File: src/rtl/apb4_master_pkg.sv
// apb4_master_pkg
//   Shared types and default widths for the APB4 command master.
//   - fsm_state_t : transfer sequencer states
//   - cmd_t/rsp_t : command and response records at the default widths
//   - cmd_bits()  : flattened command width for a given address/data width
package apb4_master_pkg;

  localparam int unsigned APB_ADDR_WIDTH = 3;
  localparam int unsigned APB_DATA_WIDTH = 32;
  localparam int unsigned APB_STRB_WIDTH = APB_DATA_WIDTH / 8;
  localparam int unsigned APB_PROT_WIDTH = 3;
  localparam int unsigned CMD_FIFO_DEPTH = 4;
  localparam int unsigned ACCESS_TIMEOUT = 16;

  typedef enum logic [1:0] {
    IDLE,
    SETUP,
    ACCESS,
    RESP
  } fsm_state_t;

  typedef struct packed {
    logic                      write;
    logic [APB_ADDR_WIDTH-1:0] addr;
    logic [APB_DATA_WIDTH-1:0] wdata;
    logic [APB_STRB_WIDTH-1:0] strb;
    logic [APB_PROT_WIDTH-1:0] prot;
  } cmd_t;

  typedef struct packed {
    logic [APB_DATA_WIDTH-1:0] rdata;
    logic                      err;
    logic                      tmo;
  } rsp_t;

  function automatic int unsigned cmd_bits(input int unsigned aw, input int unsigned dw);
    return 1 + aw + dw + dw / 8 + APB_PROT_WIDTH;
  endfunction

endpackage

File: src/rtl/apb4_cmd_fifo.sv
// apb4_cmd_fifo
//   Synchronous FIFO holding flattened commands; synchronous active-high reset.
//   Ports: clk, rst, push/push_data (write side), pop/pop_data (head, read side),
//          full, empty, level (entries stored).
//   Pushes while full and pops while empty are ignored.
module apb4_cmd_fifo #(
  parameter int unsigned WIDTH = 8,
  parameter int unsigned DEPTH = 4
) (
  input  logic                    clk,
  input  logic                    rst,
  input  logic                    push,
  input  logic [WIDTH-1:0]        push_data,
  input  logic                    pop,
  output logic [WIDTH-1:0]        pop_data,
  output logic                    full,
  output logic                    empty,
  output logic [$clog2(DEPTH):0]  level
);

  localparam int unsigned PTR_WIDTH = $clog2(DEPTH);

  logic [WIDTH-1:0]   mem [DEPTH];
  logic [PTR_WIDTH:0] wr_ptr;
  logic [PTR_WIDTH:0] rd_ptr;
  logic               do_push;
  logic               do_pop;

  assign do_push = push && !full;
  assign do_pop  = pop && !empty;

  // Pointers carry one extra wrap bit so full and empty are distinguishable.
  always_ff @(posedge clk) begin
    if (rst) begin
      wr_ptr <= '0;
      rd_ptr <= '0;
    end else begin
      if (do_push) wr_ptr <= wr_ptr + 1'b1;
      if (do_pop)  rd_ptr <= rd_ptr + 1'b1;
    end
  end

  always_ff @(posedge clk) begin
    if (do_push) mem[wr_ptr[PTR_WIDTH-1:0]] <= push_data;
  end

  assign level    = wr_ptr - rd_ptr;
  assign full     = (level == (PTR_WIDTH + 1)'(DEPTH));
  assign empty    = (wr_ptr == rd_ptr);
  assign pop_data = mem[rd_ptr[PTR_WIDTH-1:0]];

endmodule

File: src/rtl/apb4_cmd_master.sv
// apb4_cmd_master
//   APB4 requester: buffers valid/ready commands in a FIFO, runs each as one
//   SETUP/ACCESS transfer honouring PREADY wait states, and returns one
//   response per command in order (one transfer outstanding at a time).
//   Ports:
//     clk, rst                      clock, synchronous active-high reset
//     i_cmd_* / o_cmd_ready         command stream (write, addr, wdata, strb, prot)
//     o_rsp_* / i_rsp_ready         response stream (rdata, err, tmo)
//     o_p* / i_p*                   APB4 requester interface
//     o_fifo_level                  commands currently buffered
//   Optional feature macro: APB4_CMD_TIMEOUT_EN -- aborts an ACCESS phase that
//   has lasted TIMEOUT_CYCLES cycles without PREADY (err=1, tmo=1, rdata=0).
module apb4_cmd_master
  import apb4_master_pkg::*;
#(
  parameter int unsigned ADDR_WIDTH     = APB_ADDR_WIDTH,
  parameter int unsigned DATA_WIDTH     = APB_DATA_WIDTH,
  parameter int unsigned FIFO_DEPTH     = CMD_FIFO_DEPTH,
  parameter int unsigned TIMEOUT_CYCLES = ACCESS_TIMEOUT
) (
  input  logic                          clk,
  input  logic                          rst,
  input  logic                          i_cmd_valid,
  output logic                          o_cmd_ready,
  input  logic                          i_cmd_write,
  input  logic [ADDR_WIDTH-1:0]         i_cmd_addr,
  input  logic [DATA_WIDTH-1:0]         i_cmd_wdata,
  input  logic [DATA_WIDTH/8-1:0]       i_cmd_strb,
  input  logic [2:0]                    i_cmd_prot,
  output logic                          o_rsp_valid,
  input  logic                          i_rsp_ready,
  output logic [DATA_WIDTH-1:0]         o_rsp_rdata,
  output logic                          o_rsp_err,
  output logic                          o_rsp_tmo,
  output logic                          o_psel,
  output logic                          o_penable,
  output logic                          o_pwrite,
  output logic [ADDR_WIDTH-1:0]         o_paddr,
  output logic [DATA_WIDTH-1:0]         o_pwdata,
  output logic [DATA_WIDTH/8-1:0]       o_pstrb,
  output logic [2:0]                    o_pprot,
  input  logic                          i_pready,
  input  logic [DATA_WIDTH-1:0]         i_prdata,
  input  logic                          i_pslverr,
  output logic [$clog2(FIFO_DEPTH):0]   o_fifo_level
);

  localparam int unsigned STRB_WIDTH = DATA_WIDTH / 8;
  localparam int unsigned CMD_WIDTH  = cmd_bits(ADDR_WIDTH, DATA_WIDTH);

  if (FIFO_DEPTH < 2 || (FIFO_DEPTH & (FIFO_DEPTH - 1)) != 0) begin : g_bad_depth
    $error("FIFO_DEPTH must be a power of two and at least 2");
  end
  if (DATA_WIDTH == 0 || DATA_WIDTH % 8 != 0) begin : g_bad_width
    $error("DATA_WIDTH must be a non-zero multiple of 8");
  end
  if (TIMEOUT_CYCLES < 1) begin : g_bad_timeout
    $error("TIMEOUT_CYCLES must be at least 1");
  end

  fsm_state_t state;
  fsm_state_t state_nxt;

  logic                  fifo_full;
  logic                  fifo_empty;
  logic                  push;
  logic                  pop;
  logic [CMD_WIDTH-1:0]  fifo_in;
  logic [CMD_WIDTH-1:0]  fifo_out;

  logic                  head_write;
  logic [ADDR_WIDTH-1:0] head_addr;
  logic [DATA_WIDTH-1:0] head_wdata;
  logic [STRB_WIDTH-1:0] head_strb;
  logic [2:0]            head_prot;

  // Ready is forced low during reset so nothing is accepted into a FIFO being cleared.
  assign o_cmd_ready = !rst && !fifo_full;
  assign push        = i_cmd_valid && o_cmd_ready;
  assign fifo_in     = {i_cmd_write, i_cmd_addr, i_cmd_wdata, i_cmd_strb, i_cmd_prot};
  assign {head_write, head_addr, head_wdata, head_strb, head_prot} = fifo_out;

  apb4_cmd_fifo #(
    .WIDTH (CMD_WIDTH),
    .DEPTH (FIFO_DEPTH)
  ) u_fifo (
    .clk       (clk),
    .rst       (rst),
    .push      (push),
    .push_data (fifo_in),
    .pop       (pop),
    .pop_data  (fifo_out),
    .full      (fifo_full),
    .empty     (fifo_empty),
    .level     (o_fifo_level)
  );

`ifdef APB4_CMD_TIMEOUT_EN
  localparam int unsigned TMO_CNT_WIDTH = $clog2(TIMEOUT_CYCLES + 1);

  logic [TMO_CNT_WIDTH-1:0] tmo_cnt;
  logic                     tmo_hit;

  // Counts completed ACCESS cycles; cleared whenever the FSM is elsewhere.
  always_ff @(posedge clk) begin
    if (rst || state != ACCESS) tmo_cnt <= '0;
    else                        tmo_cnt <= tmo_cnt + 1'b1;
  end

  // PREADY on the limit cycle takes priority, so the abort needs it low.
  assign tmo_hit = (state == ACCESS) && !i_pready &&
                   (tmo_cnt == TMO_CNT_WIDTH'(TIMEOUT_CYCLES - 1));
`endif

  always_ff @(posedge clk) begin
    if (rst) state <= IDLE;
    else     state <= state_nxt;
  end

  always_comb begin
    state_nxt = state;
    pop       = 1'b0;
    case (state)
      IDLE: begin
        if (!fifo_empty) begin
          pop       = 1'b1;
          state_nxt = SETUP;
        end
      end
      SETUP: state_nxt = ACCESS;
      ACCESS: begin
`ifdef APB4_CMD_TIMEOUT_EN
        if (i_pready || tmo_hit) state_nxt = RESP;
`else
        if (i_pready) state_nxt = RESP;
`endif
      end
      RESP: begin
        if (i_rsp_ready) begin
          if (!fifo_empty) begin
            pop       = 1'b1;
            state_nxt = SETUP;
          end else begin
            state_nxt = IDLE;
          end
        end
      end
      default: state_nxt = IDLE;
    endcase
  end

  assign o_psel      = (state == SETUP) || (state == ACCESS);
  assign o_penable   = (state == ACCESS);
  assign o_rsp_valid = (state == RESP);

  // Payload is latched on the pop that starts SETUP and held until the next pop.
  always_ff @(posedge clk) begin
    if (rst) begin
      o_pwrite <= 1'b0;
      o_paddr  <= '0;
      o_pwdata <= '0;
      o_pstrb  <= '0;
      o_pprot  <= '0;
    end else if (pop) begin
      o_pwrite <= head_write;
      o_paddr  <= head_addr;
      o_pwdata <= head_write ? head_wdata : '0;
      o_pstrb  <= head_write ? head_strb : '0;
      o_pprot  <= head_prot;
    end
  end

  always_ff @(posedge clk) begin
    if (rst) begin
      o_rsp_rdata <= '0;
      o_rsp_err   <= 1'b0;
    end else if (state == ACCESS) begin
      if (i_pready) begin
        o_rsp_rdata <= (o_pwrite || i_pslverr) ? '0 : i_prdata;
        o_rsp_err   <= i_pslverr;
      end
`ifdef APB4_CMD_TIMEOUT_EN
      else if (tmo_hit) begin
        o_rsp_rdata <= '0;
        o_rsp_err   <= 1'b1;
      end
`endif
    end
  end

`ifdef APB4_CMD_TIMEOUT_EN
  always_ff @(posedge clk) begin
    if (rst)                                o_rsp_tmo <= 1'b0;
    else if (state == ACCESS && i_pready)   o_rsp_tmo <= 1'b0;
    else if (tmo_hit)                       o_rsp_tmo <= 1'b1;
  end
`else
  assign o_rsp_tmo = 1'b0;
`endif

endmodule
File: config.mk
export PLATFORM = sky130hd
export DESIGN_NAME = apb4_cmd_master
export DESIGN_NICKNAME = d
export VERILOG_FILES = /design/src/rtl/apb4_master_pkg.sv /design/src/rtl/apb4_cmd_fifo.sv /design/src/rtl/apb4_cmd_master.sv
export SDC_FILE = /design/constraint.sdc
export NUM_CORES = 1
export LEC_CHECK = 0
export ABC_AREA = 0
export ABC_CLOCK_PERIOD_IN_PS = 5300
export BUFFER_PORTS_ARGS = -buffer_cell sky130_fd_sc_hd__buf_2
export CAP_MARGIN = 10
export CORE_AREA = 4 4 160 162
export CTS_BUF_LIST = sky130_fd_sc_hd__clkbuf_8
export DETAILED_ROUTE_END_ITERATION = 10
export DIE_AREA = 0 0 164 166
export HOLD_SLACK_MARGIN = 0.06
export PLACE_DENSITY = 0.63
export RECOVER_POWER = 25
export SLEW_MARGIN = 20
export SYNTH_ARGS = -nofsm -noshare
export SYNTH_HDL_FRONTEND = slang
export SYNTH_SLANG_ARGS = --single-unit
File: constraint.sdc
create_clock -name clk -period 5.3 [get_ports clk]
set_input_delay 0.795 -clock clk [delete_from_list [all_inputs] [get_ports clk]]
set_output_delay 0.795 -clock clk [all_outputs]
set_load 0.01 [all_outputs]
# Yosys cells after proc, flatten, opt, wreduce, memory -nomap -nowiden
# Memory sizes are Yosys's and may differ from the RTL's. A register that Yosys moved wholly into a read port is not among the register bits.
# Index checks and enable logic that the tools add are counted.
dict set report word_totals {
  reg_bits 84
  ram_bits 172
  in_bits 81
  output_inout_bits 84
  word_cells 49
  mem_count 1
}
dict set report op_classes {
  addsub 3
  eq_ne 8
  mux 15
  reduce_logical 12
}
# memory words width rd rd_clocked_by_memory_dff wr line
set mem_list {}
lappend mem_list {u_fifo.mem 4 43 1 1 1 apb4_cmd_fifo.sv:23} ;# logic [WIDTH-1:0] mem [DEPTH];
# op n
set op_table {}
lappend op_table {{$mux 32} 2}
lappend op_table {{$mux 2} 5}
lappend op_table {{$pmux 2 s4} 1}
lappend op_table {{$add 3x1->3 const B} 2}
lappend op_table {{$mux 1} 5}
lappend op_table {{$eq 2x2->1 const B} 2}
lappend op_table {{$logic_and 1x1->1} 4}
lappend op_table {{$mux 4} 1}
lappend op_table {{$ne 2x1->1 const B} 2}
lappend op_table {{$eq 3x3->1} 1}
lappend op_table {{$eq 3x3->1 const B} 1}
lappend op_table {{$logic_not 1->1} 3}
lappend op_table {{$reduce_and 3->1} 1}
lappend op_table {{$sub 3x3->3} 1}
lappend op_table {{$eq 2x1->1 const B} 1}
lappend op_table {{$logic_not 2->1} 1}
lappend op_table {{$logic_or 1x1->1} 2}
lappend op_table {{$ne 2x2->1 const B} 1}
lappend op_table {{$pmux 1 s2} 1}
lappend op_table {{$reduce_and 2->1} 1}

# Longest topological paths before layout
# Gate-level depths: netlist of run 1.
dict set report depth {
  ltp_word 8
  depth_mapped 8
  mapped_depth_nobuf 7
}

# By module
# From an unflattened synthesis of run 1, not the netlist that was laid out.
dict set report hier_totals {
  cells_unflattened 613
  hier_area_um2 9733.1
}
# mod n_inst cells_each area_per_inst_um2 seq_area_each_um2
set by_module_without_submodules {}
lappend by_module_without_submodules {apb4_cmd_fifo 1 273 6663.9 5325.1}
lappend by_module_without_submodules {apb4_cmd_master 1 340 3069.2 1561.5}

# Worst setup path after synthesis of run 1
# Ideal clock, no wire load.
dict set report synth_path {
  kind {register to register}
  startpoint {register u_fifo.wr_ptr[0]}
  endpoint {memory u_fifo.mem[0][0] (netlist name) (enable)}
  setup_time_ns 0.405
  arrival_ns 2.675
  required_time_ns 4.895
  path_slack_ns 2.220
  stages_incl_launch_ff 8
  path_buffers 0
  synth_period_minus_slack_ns 3.080
  cell_sequence {dfxtp_1 inv_1 ha_1 fa_1 nand3b_1 mux2i_1 nor3b_2 and2_1}
}
dict set report synth_via {
  elab_chain_len 8
}
# element line
set synth_lines {}
lappend synth_lines {{start: declaration} apb4_cmd_fifo.sv:24} ;# logic [PTR_WIDTH:0] wr_ptr;
lappend synth_lines {{start signal: assignment} apb4_cmd_fifo.sv:38} ;# if (do_push) wr_ptr <= wr_ptr + 1'b1;
lappend synth_lines {{$sub 3x3->3} apb4_cmd_fifo.sv:47} ;# assign level = wr_ptr - rd_ptr;
lappend synth_lines {{$eq 3x3->1} apb4_cmd_fifo.sv:48} ;# assign full = (level == (PTR_WIDTH + 1)'(DEPTH));
lappend synth_lines {{$logic_not 1->1} {apb4_cmd_fifo.sv:29, apb4_cmd_master.sv:78}}
lappend synth_lines {{$logic_and 1x1->1} apb4_cmd_master.sv:78} ;# assign o_cmd_ready = !rst && !fifo_full;
lappend synth_lines {{$logic_and 1x1->1} apb4_cmd_master.sv:79} ;# assign push = i_cmd_valid && o_cmd_ready;
lappend synth_lines {{$logic_and 1x1->1} apb4_cmd_fifo.sv:29} ;# assign do_push = push && !full;
lappend synth_lines {{$mux 1} apb4_cmd_fifo.sv:44} ;# if (do_push) mem[wr_ptr[PTR_WIDTH-1:0]] <= push_data;
lappend synth_lines {{$mux 1 (implied by the code)} apb4_cmd_fifo.sv:44}
lappend synth_lines {{end: declaration} apb4_cmd_fifo.sv:23}
# Several ways; a longest one is shown, not always the timed one.

# Worst setup path in the final report of run 1
dict set report layout_path {
  startpoint {register u_fifo.wr_ptr[0]}
  endpoint {output port o_cmd_ready}
}
dict set report layout_via {
  elab_chain_len 4
}
# element line
set layout_lines {}
lappend layout_lines {{$sub 3x3->3} apb4_cmd_fifo.sv:47}
lappend layout_lines {{$eq 3x3->1} apb4_cmd_fifo.sv:48}
lappend layout_lines {{$logic_not 1->1} apb4_cmd_master.sv:78}
lappend layout_lines {{$logic_and 1x1->1} apb4_cmd_master.sv:78}
lappend layout_lines {{end: declaration} apb4_cmd_master.sv:24} ;# output logic o_cmd_ready,
# No other way between the ends.

==> flow_summary.yaml, run 1 <==
critical_path:
  cpMaxStageDelayCell: "fa_1"
  critical_path.max_fanout: 5
  end_kind: "output pin"
  worst-setup-path-type: "reg -> out"
  crit_path_start_kind: "register"
  crit_path_cell_trace: "inv_1, ha_1, fa_1, nand3_1, mux2i_1, nor2_1, buf_2"
  r2r_slack_ps: 2100
  max_stage_delay_ps: 530
  crit_arrival_ps: 2420
  rr_worst_depth: 7
  critPathRequiredTime_ps: 4510
clocking:
  cts.sinks: 258
  numCtsBuffers: 43
  cts_tree: "built"
  cts_setup_buffers: 0
  ctsHoldBuffers: 0
  clock_latency_ps: 550
  htreeDepth: 2
  root_buffer: "clkbuf_8"
  cts_buffer_depth: 3
  clk_pin_slew_ps: 60
  cts_resized: 0
synth:
  syn_nets: 695
  syn_inst: 602
  synth_cell_types: 36
  synth_ff_type: "edfxtp_1"
  synth_seq_cells: 258
  synthesis.area_um2: 9530
  seq_area_frac_synth_pct: 72.3
  synth_edf_count: 172
  ys_async_sr_fraction_pct: 0
  yosysWarnings: 0
  avgSynthCellArea_um2: 15.8
global_route:
  grt_pass1_wl_mm: 32.1
  grt.total_usage_pct: 14.9
  grt_pass1_vias: 5914
  overflow: 0
  grt_max_degree: 88
  antenna_found_initial: 2
power_and_ir_drop:
  ir_worst_vdd_uv: 269
  cellPowerDensity_nw_per_um2: 504
  power_uw: 5830
  leakage_uw: 0.00419
final_layout:
  fin_util_pct: 48.0
  areaGrowthSynthToFinish_pct: 21.5
  final_cell_mix: "edfxtp_1, buf_2, dfxtp_1, clkbuf_8, nand2_1"
  layout_commonest_cell: "edfxtp_1"
  layout.nets: 871
  drive_gt1_share_pct: 31.6
timing:
  fin_crit_sh_pct: 60.6
  report.final.slew_viol_count: 0
  whs_ps: 450
  rsz0062_at_grt: "no"
  relSlewSlack_pct: 30.8
  max_freq_mhz: 311
  worst_slew_pin_slew_ps: 1040
  setup_viol_count_final: 0
  finalHoldViolCount: 0
  fin_skew_ps: 11.8
  final.min_clock_period_ps: 3210
  setup_tns_ps: 0
routing:
  met1_length_mm: 8.99
  ant_nets: 0
  wl_met3_mm: 1.82
  wl_per_cell_um: 18.3
  routed-via-count: 5632
  drc: 0
  drtIter0Drc: 317
  wl_mm: 20.9
  drt_pass1_iterations: 5
  dr_wl_met2_mm: 9.66
  drt-vias-per-instance: 4.95
  top_layer_used: "met5"
floorplanning:
  ios: 165
  core_um2: 24100
  dieHeight_um: 166
  fp-row-count: 57
  die_area_um2: 27200
  die_width_um: 164
  start_util_pct: 39.5
run_status:
  status: "finished, final reports clean"
run:
  drv_cap: 0
worst_hold_path:
  holdPathStages: 2
  hp-class: "reg -> reg"
place:
  numPortBuffers: 163
  dp_hpwl_mm: 12.6
  routabilityCongestion: 0.735
[Yosys cell counts, types with 2 or more instances]
| library cell | n | area share, % |
|---|---|---|
| inv_1 | 10 | 0.39 |
| a311o_1 | 2 | 0.21 |
| a22oi_1 | 32 | 2.5 |
| edfxtp_1 | 172 | 54 |
| buf_2 | 7 | 0.37 |
| dfxtp_1 | 86 | 18 |
| nor2_1 | 38 | 1.5 |
| ha_1 | 11 | 1.4 |
| xnor2_1 | 2 | 0.18 |
| buf_1 | 5 | 0.20 |
| mux4_2 | 43 | 10 |
| clkbuf_1 | 21 | 0.83 |
| a21oi_1 | 47 | 2.5 |
| and2_1 | 3 | 0.20 |
| buf_6 | 5 | 0.59 |
| nand2_1 | 56 | 2.2 |
| mux2i_1 | 4 | 0.42 |
| nand3_1 | 39 | 2.0 |
| nor2b_1 | 2 | 0.13 |
[cell type report]
cell class	instances	area, um2
fill	2195	12500
sequential	258	6890
multi-input combinational	295	2420
timing repair buffer	170	826
clock buffer	56	771
tap	324	405
clock inverter	24	219
inverter	10	37.5
antenna	1	2.50
[power breakdown]
group	leakage [uW]	switching, uW	internal [uW]
registers	0.00226	179	2380
logic	0.00138	778	548
clock network	0.000549	789	1150
[registers in the layout, indices dropped and copies added (netlist names), named ones only]
register,cells
u_fifo.rd_ptr,3
state,2
u_fifo.wr_ptr,3
o_rsp_rdata,32
u_fifo.mem,172
o_paddr,3
o_pwdata,32
o_pwrite,1
o_rsp_err,1
o_pprot,3
o_pstrb,4
[worst paths after layout]
check,startpoint,endpoint
worst max-delay path,u_fifo.wr_ptr[0],o_cmd_ready
worst min-delay path,o_pwdata[5],o_pwdata[5]
worst max register to register,u_fifo.wr_ptr[0],u_fifo.mem[3][22]
worst min register to register,o_pwdata[5],o_pwdata[5]
[metrics by stage]
stage | setup WS [ps] | cell area, um2 | cells
2_1_floorplan | 2220 | 9530 | 602
3_3_place_gp | 2190 | 10600 | 1057
3_5_place_dp | 2060 | 10600 | 1057
4_1_cts | 2050 | 11600 | 1137
5_1_grt | 1920 | 11600 | 1138
6_report | 2090 | 11600 | 1138
[worst max-delay path, delay by kind of cell (launching register included)]
kind          cells  cell delay [ps]
fa+ha+maj         2              730
flops             1              400
buf+inv           2              290
mux               1              280
simple gates      2              170
[layer usage]
metal	track usage [%]	vias to the layer above
met5	0	-
met1	19.6	2733
met3	4.34	37
li1	-	2638
met4	4.41	2
met2	24.1	222
[logic make-up (layout without fill, tap and decap cells)]
family | Yosys count | count (layout) | synth area share, %
AO/OA/AOI/OAI | 86 | 86 | 5.83
XOR/XNOR | 3 | 3 | 0.355
adder cells (fa/ha/maj) | 12 | 12 | 1.65
buffers and inverters | 49 | 260 | 2.46
flip-flops | 258 | 258 | 72.3
multiplexers | 48 | 48 | 10.7
other | 1 | 2 | 0.0394
AND/OR/NAND/NOR | 145 | 145 | 6.67
Note: power is estimated with default switching activity, not from simulation.
==> run 2, diff against run 1 <==
--- a/config.mk
+++ b/config.mk
@@ -5,14 +5,14 @@
 export SDC_FILE = /design/constraint.sdc
 export NUM_CORES = 1
 export LEC_CHECK = 0
-export ABC_AREA = 0
-export ABC_CLOCK_PERIOD_IN_PS = 5300
+export ABC_AREA = 1
+export ABC_CLOCK_PERIOD_IN_PS = 3100
 export BUFFER_PORTS_ARGS = -buffer_cell sky130_fd_sc_hd__buf_2
 export CAP_MARGIN = 10
-export CORE_AREA = 4 4 160 162
+export CORE_AREA = 4 4 163 165
 export CTS_BUF_LIST = sky130_fd_sc_hd__clkbuf_8
 export DETAILED_ROUTE_END_ITERATION = 10
-export DIE_AREA = 0 0 164 166
+export DIE_AREA = 0 0 167 169
 export HOLD_SLACK_MARGIN = 0.06
 export PLACE_DENSITY = 0.63
 export RECOVER_POWER = 25
==> constraint.sdc (replaced) <==
create_clock -name clk -period 3.1 [get_ports clk]
set_input_delay 0.465 -clock clk [delete_from_list [all_inputs] [get_ports clk]]
set_output_delay 0.465 -clock clk [all_outputs]
set_load 0.01 [all_outputs]
==> flow_summary.yaml, run 2 <==
global_route:
  antenna_found_initial: 1
  grt_pass1_vias: 6819
  grt.total_usage_pct: 15.9
  overflow: 0
  grt_pass1_wl_mm: 36.7
  grt_max_degree: 83
synth:
  avgSynthCellArea_um2: 11.1
  seq_area_frac_synth_pct: 69.8
  synth_ff_type: "edfxtp_1"
  synth_cell_types: 29
  ys_async_sr_fraction_pct: 0
  yosysWarnings: 0
  syn_inst: 889
  synth_seq_cells: 258
  ys_top_cells_by_area: "edfxtp_1, dfxtp_1, o21ai_0"
  synthesis.area_um2: 9860
  syn_nets: 982
  synth_edf_count: 172
  synth_most_common_cell: "edfxtp_1"
  synth.largest_area_cell: "edfxtp_1"
  yosysTopAreaCellShare_pct: 52.4
  netlist_top_cells_count: "edfxtp_1, nor2_1, o21ai_0"
timing:
  setup_tns_ps: 0
  worst_slew_pin_slew_ps: 934
  fin_skew_ps: 18.6
  rsz0062_at_grt: "no"
  max_freq_mhz: 347
  finalHoldViolCount: 0
  final.min_clock_period_ps: 2880
  setup_viol_count_final: 0
  whs_ps: 167
  report.final.slew_viol_count: 0
  fin_crit_sh_pct: 93.0
  relSlewSlack_pct: 37.6
clocking:
  htreeDepth: 2
  cts_setup_buffers: 0
  root_buffer: "clkbuf_8"
  ctsHoldBuffers: 0
  clock_latency_ps: 540
  numCtsBuffers: 43
  cts_tree: "built"
  cts_resized: 0
  cts.sinks: 258
  clk_pin_slew_ps: 60
  cts_buffer_depth: 3
floorplanning:
  fp-row-count: 58
  dieHeight_um: 169
  ios: 165
  start_util_pct: 39.4
  die_area_um2: 28200
  core_um2: 25000
  die_width_um: 167
power_and_ir_drop:
  power_uw: 9000
  cellPowerDensity_nw_per_um2: 765
  ir_worst_vdd_uv: 433
  leakage_uw: 0.00442
routing:
  drt_pass1_iterations: 5
  drt-vias-per-instance: 4.99
  wl_per_cell_um: 16.4
  drc: 0
  wl_mm: 23.4
  routed-via-count: 7101
  drtIter0Drc: 567
  ant_nets: 0
final_layout:
  layout.nets: 1151
  largest_register_ff_count: 172
  areaGrowthSynthToFinish_pct: 19.2
  layout_commonest_cell: "edfxtp_1"
  drive_gt1_share_pct: 19.4
  fin_util_pct: 47.0
  final_cell_mix: "edfxtp_1, nor2_1, buf_2, o21ai_0, nand2_1"
  design_area_um2: 11800
run_status:
  status: "finished, final reports clean"
place:
  routabilityCongestion: 0.852
  dp_hpwl_mm: 14.7
  placed_area_um2: 11000
  numPortBuffers: 163
critical_path:
  critical_path.max_fanout: 36
  end_kind: "register"
  crit_path_start_kind: "register"
  worst-setup-path-type: "reg -> reg"
  critPathRequiredTime_ps: 3310
  crit_arrival_ps: 3100
run:
  drv_cap: 0
worst_hold_path:
  hp-class: "in -> reg"
==> run 2: cell count changes in the layout (fill, tap and decap cells not counted), moves of 7 or more <==
cell,previous run,this run
nand3_1,39,76
a21oi_1,47,76
clkbuf_8,56,45
a22oi_1,32,0
nor2_1,38,137
nand2_1,55,89
buf_4,8,15
o21ai_1,0,14
mux4_2,43,0
inv_1,21,42
o21ai_0,1,120
==> run 2: cell type report <==
type / count / area [um2]
fillers: 2368 / 13300
inverters: 27 / 103
flip-flops and latches: 258 / 6890
well taps: 330 / 413
clock inverters: 34 / 154
clock buffers: 45 / 619
repair buffers: 182 / 965
diodes: 1 / 2.50
multi-input cells: 546 / 2610
==> run 2: layer usage <==
layer | track usage (%) | vias to the layer above | routed length, um
li1 | - | 3461 | -
met1 | 21.9 | 3314 | 10400
met2 | 25.2 | 275 | 10500
met3 | 3.90 | 51 | 1930
met4 | 4.77 | 0 | 547
met5 | 0 | - | 0
==> run 2: worst paths after layout <==
kind | startpoint | endpoint | slack, ps | depth (start not counted)
hold / removal | i_cmd_wdata[14] | u_fifo.mem[1][21] | 170 | 1
setup / recovery | u_fifo.wr_ptr[0] | u_fifo.mem[1][17] | 220 | 8
setup reg to reg | u_fifo.wr_ptr[0] | u_fifo.mem[1][17] | 220 | 8
hold reg to reg | o_rsp_rdata[15] | o_rsp_rdata[15] | 460 | 2
==> run 2: report_power, final <==
group          switching (uW)  total (uW)  leakage [uW]  internal (uW)
Sequential                183        4220       0.00226           4040
Combinational            1420        2110       0.00170            688
Clock                    1310        2670      0.000463           1360
==> run 2: critical path, cell delays in order (launching register included) <==
cell	delay (ps)
dfxtp_1	400
inv_1	120
ha_1	210
fa_1	390
nand3b_1	180
nand3_1	170
nand3_1	390
nor2_4	390
buf_12	280
==> run 2: through the flow <==
stage,worst slack (ps),instances
final,216,1423
after global routing,66.9,1423
after CTS,126,1420
after detailed placement,183,1341
after global placement,295,1341
after floorplan,-660,889
==> run 2: logic make-up after synthesis <==
family / share of synthesized area (%)
AO/OA/AOI/OAI: 11.3
XOR/XNOR: 0.0888
other: 0.0380
AND/OR/NAND/NOR: 13.1
adder cells (fa/ha/maj): 1.60
buffers and inverters: 4.01
flip-flops: 69.8
